### config.mk
export PLATFORM = sky130hd
export DESIGN_NAME = control_unit
export DESIGN_NICKNAME = d
export VERILOG_FILES = /design/src/rtl/control_unit.sv
export SDC_FILE = /design/constraint.sdc
export NUM_CORES = 1
export LEC_CHECK = 0
export ABC_AREA = 1
export CORE_AREA = 2 2 50 52
export CTS_BUF_LIST = sky130_fd_sc_hd__clkbuf_2
export DETAILED_ROUTE_END_ITERATION = 8
export DIE_AREA = 0 0 52 54
export GPL_TIMING_DRIVEN = 0
export MAX_ROUTING_LAYER = met4
export PLACE_DENSITY_LB_ADDON = 0.2
export SLEW_MARGIN = 0
export SYNTH_ARGS = -nofsm -noshare
export SYNTH_HDL_FRONTEND = slang
export SYNTH_SLANG_ARGS = --single-unit
### constraint.sdc
create_clock -name clk -period 3 [get_ports clk]
set_clock_uncertainty 0.1 [all_clocks]
set_input_delay 0.3 -clock clk [delete_from_list [all_inputs] [get_ports clk]]
set_output_delay 0.3 -clock clk [all_outputs]
set_load 0.02 [all_outputs]
### src/rtl/control_unit.sv
// Multicycle control FSM for the MIPS-subset datapath: fetch/decode, execution
// sequencing, memory wait states and exception entry through vector bytes 253..255.
module control_unit #(
    parameter int MEM_WAIT = 2,
    parameter int STATE_W  = 5
) (
    input  logic               clk,
    input  logic               reset,
    input  logic [5:0]         opcode,
    input  logic [5:0]         funct,
    input  logic               O,
    input  logic               EG,
    output logic               PCwrite,
    output logic               IrWrite,
    output logic               MDRwrite,
    output logic               Awrite,
    output logic               Bwrite,
    output logic               EPCcontrol,
    output logic               ALUoutCtrl,
    output logic               MEMwrite,
    output logic               RegWrite,
    output logic               ALUsrcA,
    output logic [1:0]         ALUsrcB,
    output logic [2:0]         ALUop,
    output logic [1:0]         IorD,
    output logic [1:0]         EXCPcontrol,
    output logic [1:0]         RegDst,
    output logic [1:0]         MemToReg,
    output logic [1:0]         PCsrc,
    output logic [STATE_W-1:0] state
);

    localparam int CNT_W = (MEM_WAIT > 1) ? $clog2(MEM_WAIT) : 1;

    localparam logic [5:0] OP_RTYPE = 6'h00, OP_J    = 6'h02, OP_JAL = 6'h03,
                           OP_BEQ   = 6'h04, OP_BNE  = 6'h05, OP_ADDI = 6'h08,
                           OP_LW    = 6'h23, OP_SW   = 6'h2b;
    localparam logic [5:0] FN_JR = 6'h08, FN_ADD = 6'h20, FN_SUB = 6'h22, FN_AND = 6'h24;

    typedef enum logic [4:0] {
        S_RESET, S_FETCH, S_DECODE, S_R_EX, S_R_WB, S_ADDI_EX, S_ADDI_WB,
        S_MEM_ADDR, S_LW_READ, S_LW_WB, S_SW_WRITE, S_BRANCH, S_J, S_JAL,
        S_JR, S_EXC_EPC, S_EXC_READ, S_EXC_JUMP
    } state_t;

    state_t           cur_state, next_state;
    logic [CNT_W-1:0] cnt, cnt_next;
    logic [1:0]       code, code_next;
    logic             last;
    logic             arith_ovf;

    assign last      = (cnt == CNT_W'(MEM_WAIT - 1));
    assign arith_ovf = O && ((funct == FN_ADD) || (funct == FN_SUB));
    assign state     = STATE_W'(cur_state);

    // NOTE: state registers use non-blocking assignments so every flop samples pre-edge values.
    always_ff @(posedge clk) begin
        if (reset) begin
            cur_state <= S_RESET;
            cnt       <= '0;
            code      <= '0;
        end else begin
            cur_state <= next_state;
            cnt       <= cnt_next;
            code      <= code_next;
        end
    end

    // NOTE: every combinational output gets a default first so no latch is inferred.
    always_comb begin
        next_state = cur_state;
        code_next  = code;
        cnt_next   = '0;
        unique case (cur_state)
            S_RESET:  next_state = S_FETCH;
            S_FETCH: begin
                if (last) next_state = S_DECODE;
                else      cnt_next   = cnt + CNT_W'(1);
            end
            S_DECODE: begin
                unique case (opcode)
                    OP_RTYPE: begin
                        if (funct == FN_ADD || funct == FN_SUB || funct == FN_AND)
                            next_state = S_R_EX;
                        else if (funct == FN_JR)
                            next_state = S_JR;
                        else begin
                            next_state = S_EXC_EPC;
                            code_next  = 2'd0;
                        end
                    end
                    OP_ADDI:       next_state = S_ADDI_EX;
                    OP_LW, OP_SW:  next_state = S_MEM_ADDR;
                    OP_BEQ, OP_BNE: next_state = S_BRANCH;
                    OP_J:          next_state = S_J;
                    OP_JAL:        next_state = S_JAL;
                    default: begin
                        next_state = S_EXC_EPC;
                        code_next  = 2'd0;
                    end
                endcase
            end
            S_R_EX: begin
                if (arith_ovf) begin
                    next_state = S_EXC_EPC;
                    code_next  = 2'd1;
                end else begin
                    next_state = S_R_WB;
                end
            end
            S_ADDI_EX: begin
                if (O) begin
                    next_state = S_EXC_EPC;
                    code_next  = 2'd1;
                end else begin
                    next_state = S_ADDI_WB;
                end
            end
            S_MEM_ADDR: next_state = (opcode == OP_LW) ? S_LW_READ : S_SW_WRITE;
            S_LW_READ: begin
                if (last) next_state = S_LW_WB;
                else      cnt_next   = cnt + CNT_W'(1);
            end
            S_EXC_EPC: next_state = S_EXC_READ;
            S_EXC_READ: begin
                if (last) next_state = S_EXC_JUMP;
                else      cnt_next   = cnt + CNT_W'(1);
            end
            S_R_WB, S_ADDI_WB, S_LW_WB, S_SW_WRITE, S_BRANCH,
            S_J, S_JAL, S_JR, S_EXC_JUMP: next_state = S_FETCH;
            default: next_state = S_RESET;
        endcase
    end

    always_comb begin
        PCwrite     = 1'b0;
        IrWrite     = 1'b0;
        MDRwrite    = 1'b0;
        Awrite      = 1'b0;
        Bwrite      = 1'b0;
        EPCcontrol  = 1'b0;
        ALUoutCtrl  = 1'b0;
        MEMwrite    = 1'b0;
        RegWrite    = 1'b0;
        ALUsrcA     = 1'b0;
        ALUsrcB     = 2'd0;
        ALUop       = 3'b000;
        IorD        = 2'd0;
        EXCPcontrol = 2'd0;
        RegDst      = 2'd0;
        MemToReg    = 2'd0;
        PCsrc       = 2'd0;
        unique case (cur_state)
            S_RESET: begin
                RegDst   = 2'd3;
                MemToReg = 2'd3;
                RegWrite = 1'b1;
            end
            S_FETCH: begin
                if (last) begin
                    ALUsrcB = 2'd1;
                    ALUop   = 3'b001;
                    PCwrite = 1'b1;
                    IrWrite = 1'b1;
                end
            end
            S_DECODE: begin
                Awrite     = 1'b1;
                Bwrite     = 1'b1;
                ALUsrcB    = 2'd3;
                ALUop      = 3'b001;
                ALUoutCtrl = 1'b1;
            end
            S_R_EX: begin
                ALUsrcA    = 1'b1;
                ALUoutCtrl = 1'b1;
                ALUop      = (funct == FN_SUB) ? 3'b010 :
                             (funct == FN_AND) ? 3'b011 : 3'b001;
            end
            S_R_WB: begin
                RegDst   = 2'd1;
                RegWrite = 1'b1;
            end
            S_ADDI_EX, S_MEM_ADDR: begin
                ALUsrcA    = 1'b1;
                ALUsrcB    = 2'd2;
                ALUop      = 3'b001;
                ALUoutCtrl = 1'b1;
            end
            S_ADDI_WB: RegWrite = 1'b1;
            S_LW_READ: begin
                IorD     = 2'd1;
                MDRwrite = last;
            end
            S_LW_WB: begin
                MemToReg = 2'd1;
                RegWrite = 1'b1;
            end
            S_SW_WRITE: begin
                IorD     = 2'd1;
                MEMwrite = 1'b1;
            end
            S_BRANCH: begin
                ALUsrcA = 1'b1;
                ALUop   = 3'b111;
                PCsrc   = 2'd1;
                PCwrite = (opcode == OP_BNE) ? ~EG : EG;
            end
            S_J: begin
                PCsrc   = 2'd2;
                PCwrite = 1'b1;
            end
            S_JAL: begin
                PCsrc    = 2'd2;
                PCwrite  = 1'b1;
                RegDst   = 2'd2;
                MemToReg = 2'd2;
                RegWrite = 1'b1;
            end
            S_JR: begin
                ALUsrcA = 1'b1;
                PCwrite = 1'b1;
            end
            S_EXC_EPC: begin
                ALUsrcB    = 2'd1;
                ALUop      = 3'b010;
                EPCcontrol = 1'b1;
            end
            S_EXC_READ: begin
                IorD        = 2'd2;
                EXCPcontrol = code;
                MDRwrite    = last;
            end
            S_EXC_JUMP: begin
                PCsrc   = 2'd3;
                PCwrite = 1'b1;
            end
            default: ;
        endcase
    end

endmodule
**Word-level counts from Yosys, hierarchy flattened**

Index checks and enable logic that the tools add are counted.

- Register bits after elaboration: 8
- Latch bits: 0
- Memory bits (writable): 0
- Bits in read-only memories: 0
- Bits of input ports: 16
- Output and inout port bits: 30
- Word-level logic and storage cells: 103
- Memories: 0

- Add/subtract/negate cells: 1
- Multiply operators: 0
- Div/mod/pow operators: 0
- $lt $le $gt $ge: 0
- Eq/ne operators: 36
- Shift-type cells: 0
- Muxes and demuxes: 38
- Bitwise operators: 2
- Reduce and logical (&&, ||, !) cells: 23

Operators by type and width:

| cell | count |
|---|---|
| $pmux W5 S9 | 1 |
| $eq A5 B4 Y1 const B | 8 |
| $eq A6 B6 Y1 const B | 5 |
| $pmux W5 S6 | 1 |
| $pmux W2 S3 | 4 |
| $eq A5 B3 Y1 const B | 4 |
| $mux W2 | 8 |
| $mux W5 | 3 |
| $pmux W3 S5 | 1 |
| $mux W1 | 13 |
| $eq A6 B2 Y1 const B | 2 |
| $eq A6 B3 Y1 const B | 2 |
| $eq A6 B4 Y1 const B | 2 |
| $mux W4 | 3 |
| $ne A2 B2 Y1 const B | 6 |
| $reduce_or A2 Y1 | 6 |
| $eq A5 B2 Y1 const B | 2 |
| $eq A5 B5 Y1 const B | 2 |
| $reduce_or A10 Y1 | 1 |
| $reduce_or A5 Y1 | 2 |
| $reduce_or A3 Y1 | 3 |
| $pmux W2 S2 | 2 |
| $pmux W2 S4 | 1 |
| $reduce_or A4 Y1 | 2 |
| other kinds (13) | 16 |

**Longest topological paths before layout**

- Depth after elaboration: 6
- Mapped depth: 11
- Mapped depth without buffers: 11

**Worst setup path before layout**

Ideal clock, no wire load.

- Kind: flip-flop to output port
- Start point: reg cur_state[0] (netlist: state[0])
- End point: out ALUop[0]
- Data arrival time: 1571 ps
- Required time: 2600 ps
- Setup slack: 1029 ps
- Cell stages (with the launch flop): 7
- Path buffers: 0
- Path through: dfxtp_1 > inv_1 > nor2_1 > nand3_1 > nor2_1 > inv_1 > o2111ai_1

- Longest elaborated chain between the ends: 3
- Elaborated cells between the ends (all ways): 9
- Those cells by class: eq/ne: 7; mux: 1; reduce/logical: 1

RTL lines:

| what | RTL line | RTL |
|---|---|---|
| start, declared | 46 | `state_t cur_state, next_state;` |
| start signal, assigned | 63 | `cur_state <= next_state;` |
| $eq A5 B3 Y1 or $eq A5 B2 Y1 (tied branches) | 153 | `unique case (cur_state)` |
| $reduce_or A3 Y1 (no line) | -- |  |
| $pmux W3 S5 (*) | 153 |  |
| end, declared | 24 | `output logic [2:0] ALUop,` |

Every way passes the cells marked *; elsewhere a longest branch is shown, timed or not.

**Worst setup path after layout**

- Start point: in funct[5]
- End point: out ALUop[1]

- Longest elaborated chain between the ends: 4
- Elaborated cells between the ends (all ways): 5
- Those cells by class: eq/ne: 2; mux: 3

RTL lines:

| what | RTL line | RTL |
|---|---|---|
| start, declared | 10 | `input logic [5:0] funct,` |
| $eq A6 B6 Y1 | 178 | `(funct == FN_AND) ? 3'b011 : 3'b001;` |
| $mux W2 | 178 |  |
| $mux W2 (*) | 177 | `ALUop = (funct == FN_SUB) ? 3'b010 :` |
| $pmux W3 S5 (*) | 153 |  |

Marks and branches as above.

==> summary.md <==
| Metric | Value |
|---|---|
| Status | finished, final reports clean |
| Core area | 2320 um^2 |
| CTS tree | done |
| First-pass GRT wire length | 4580 um |
| Critical Path RT | 2600 ps |
| Die Y | 54 um |
| Post-Syn Area per Cell | 5.08 um^2 |
| Num rows | 18 |
| WL per Instance | 10.4 um |
| GRT Total Usage | 0.217 |
| Root Buffer | clkbuf_2 |
| Via count | 1291 |
| Initial antenna violation count | 0 |
| Drt pass-1 iters | 4 |
| Io pins | 46 |
| Util after Layout | 0.628 |
| CTS clock-pin slew for the worst setup and hold paths | 80 ps |
| Kind of critical path | in -> out |
| Yosys cell types | 27 |
| Peak supply drop | 0.000442 V |
| Starting density of the core | 0.414 |
| Crit path max fanout | 5 |
| Die Area | 2810 um^2 |
| Netlist Area Pre-Place | 960 um^2 |
| Post-synth top cells | nand2_1, nor2_1, inv_1 |
| Post-route minimum period | 2570 ps |
| Final setup fails | 0 |
| DRT Wirelength | 2770 um |
| Fraction of layout cells with a size suffix above 1 | 0.0759 |
| Post-CTS Setup Inserts | 0 |
| Count of flip-flops with a built-in enable after synthesis | 0 |
| Async SR Flop Fraction | 0 |
| Nets | 254 |
| Worst setup SP type | input port |
| Quantity of gates resized following cts | 0 |
| Clk sinks | 7 |
| Pin count of the biggest net entering global routing | 11 |
| Critical path arrival | 2170 ps |
| Synth top area cells | nand2_1, nor2_1, dfxtp_1 |
| Die Wd | 52 um |
| Main synth FF type | dfxtp_1 |
| Yosys synthesis warning count | 0 |
| Register bit count reported by yosys | 7 |
| Grt total ovfl | 0 |
| I/O Buffers | 44 |
| Final hold vios | 0 |
| Mapped Nets | 205 |
| Cell count after synthesis | 189 |
| Clk_lat worst skew | 240 ps |
| Sequential area share after synthesis | 0.146 |
| Final Max Tran Viols | 0 |
| Fmax | 0.390 GHz |
| DRC | 0 |
| RePlAce Congestion | 0.910 |
| Dominant cell type by area after synthesis | nand2_1 |
| Post-route ant nets | 0 |
| DP HPWL | 2340 um |
| Setup tns final | 0 ps |
| Most frequent cell after synthesis | nand2_1 |
| Vias in the first global route | 1133 |
| Leak | 0.000751 uW |
| Max-cap violations | 0 |
| Number of diodes | 0 |
| H-tree Lvls | 1 |
| Max clock buf depth | 2 |
| CTS Hold Bufs | 0 |
| DR iter-0 viols | 25 |
| Final worst path period share | 0.855 |
| RSZ-0062 raised after global routing | no |
| Worst Setup End Kind | output port |
| TritonCTS Buffers | 3 |
| P&R area growth vs syn | 51.9% |
| DR vias/cell | 4.84 |
| Min-Delay Path Class | reg -> reg |
| Synth top area share | 0.192 |
| Power Density | 751 nW/um^2 |
==> through the flow <==
step                      total power, uW  hold slack [ps]  std cells  setup WS, ps  cell area [um^2]
after floorplan                       685              269        189          1030               960
after global placement               1030              413        263           463              1440
after detailed placement             1030              413        263           431              1440
after CTS                            1100              429        267           422              1460
after global routing                 1190              488        267           217              1460
final                                1100              424        267           434              1460
==> power breakdown <==
part	switching, uW	internal, uW	total (uW)
registers	39.6	123	162
clock network	36.7	30.2	66.9
logic	490	376	866
==> placed cells by master, fill, tap and decap left out <==
| cell type | Yosys | final |
|---|---|---|
| a21oi_1 | 4 | 4 |
| nor3_1 | 1 | 1 |
| nand3b_1 | 1 | 1 |
| a21oi_2 | 1 | 1 |
| nand3_1 | 26 | 26 |
| nor2_4 | 2 | 2 |
| and2_1 | 1 | 1 |
| nor4_1 | 1 | 1 |
| clkbuf_2 | 0 | 3 |
| inv_1 | 29 | 29 |
| o21a_1 | 1 | 1 |
| clkinv_1 | 1 | 1 |
| nand2_2 | 1 | 1 |
| xnor2_1 | 1 | 1 |
| buf_4 | 2 | 2 |
| buf_6 | 1 | 1 |
| nor2_2 | 3 | 3 |
| nor2_1 | 42 | 42 |
| a31oi_1 | 1 | 1 |
| o2111ai_1 | 2 | 2 |
| nand3_2 | 1 | 1 |
| o21ai_1 | 1 | 1 |
| dfxtp_1 | 7 | 7 |
| conb_1 | 1 | 1 |
| clkdlybuf4s50_1 | 0 | 44 |
| o22ai_1 | 1 | 1 |
| inv_2 | 3 | 3 |
| nand4_1 | 5 | 5 |
| nand2_1 | 49 | 49 |
| clkinv_2 | 0 | 1 |
==> cell families (layout without fill, tap and decap cells) <==
logic type,after synthesis,in the layout,synth area share
xor gates and xnor gates,1,1,0.00913
AOI/OAI and AO/OA,11,11,0.0743
and+or+nand+nor,133,133,0.610
other,1,1,0.00391
DFF,7,7,0.146
buffers and inverters,36,84,0.156
==> critical path, cell delays in order <==
cell and delay [ps]:
clkdlybuf4s50_1 470, nand2_1 50, nor2_1 240, nand3_1 180, inv_1 100, a31oi_1 50, o22ai_1 140, clkdlybuf4s50_1 630
==> sequential cells by signal, summed over array words and instances, names as in the netlist <==
register	flops
state	5
cnt	1
code	1
==> metal layers <==
metal / GRT usage / wire length, um
met1: 0.254 / 1170
met2: 0.395 / 1410
met4: 0.0439 / 15
met3: 0.0333 / 173
met5: - / 0
==> area by class of cell <==
class / count / area (um^2)
flip-flops and latches: 7 / 140
repair buffers: 44 / 440
clock inverters: 1 / 5.00
well taps: 30 / 37.5
fillers: 240 / 862
inverters: 33 / 124
plain buffers: 3 / 26.3
clock buffers: 3 / 15.0
multi-input cells: 146 / 669
==> final timing paths <==
check | from | end | slack (ps) | cells past startpoint
worst max-delay path | funct[5] | ALUop[1] | 430 | 8
worst min-delay path | code[0] | code[0] | 420 | 4
worst max register to register | state[2] | state[0] | 1340 | 11
worst min register to register | code[0] | code[0] | 420 | 4
Power figures use the tool's default switching activity.
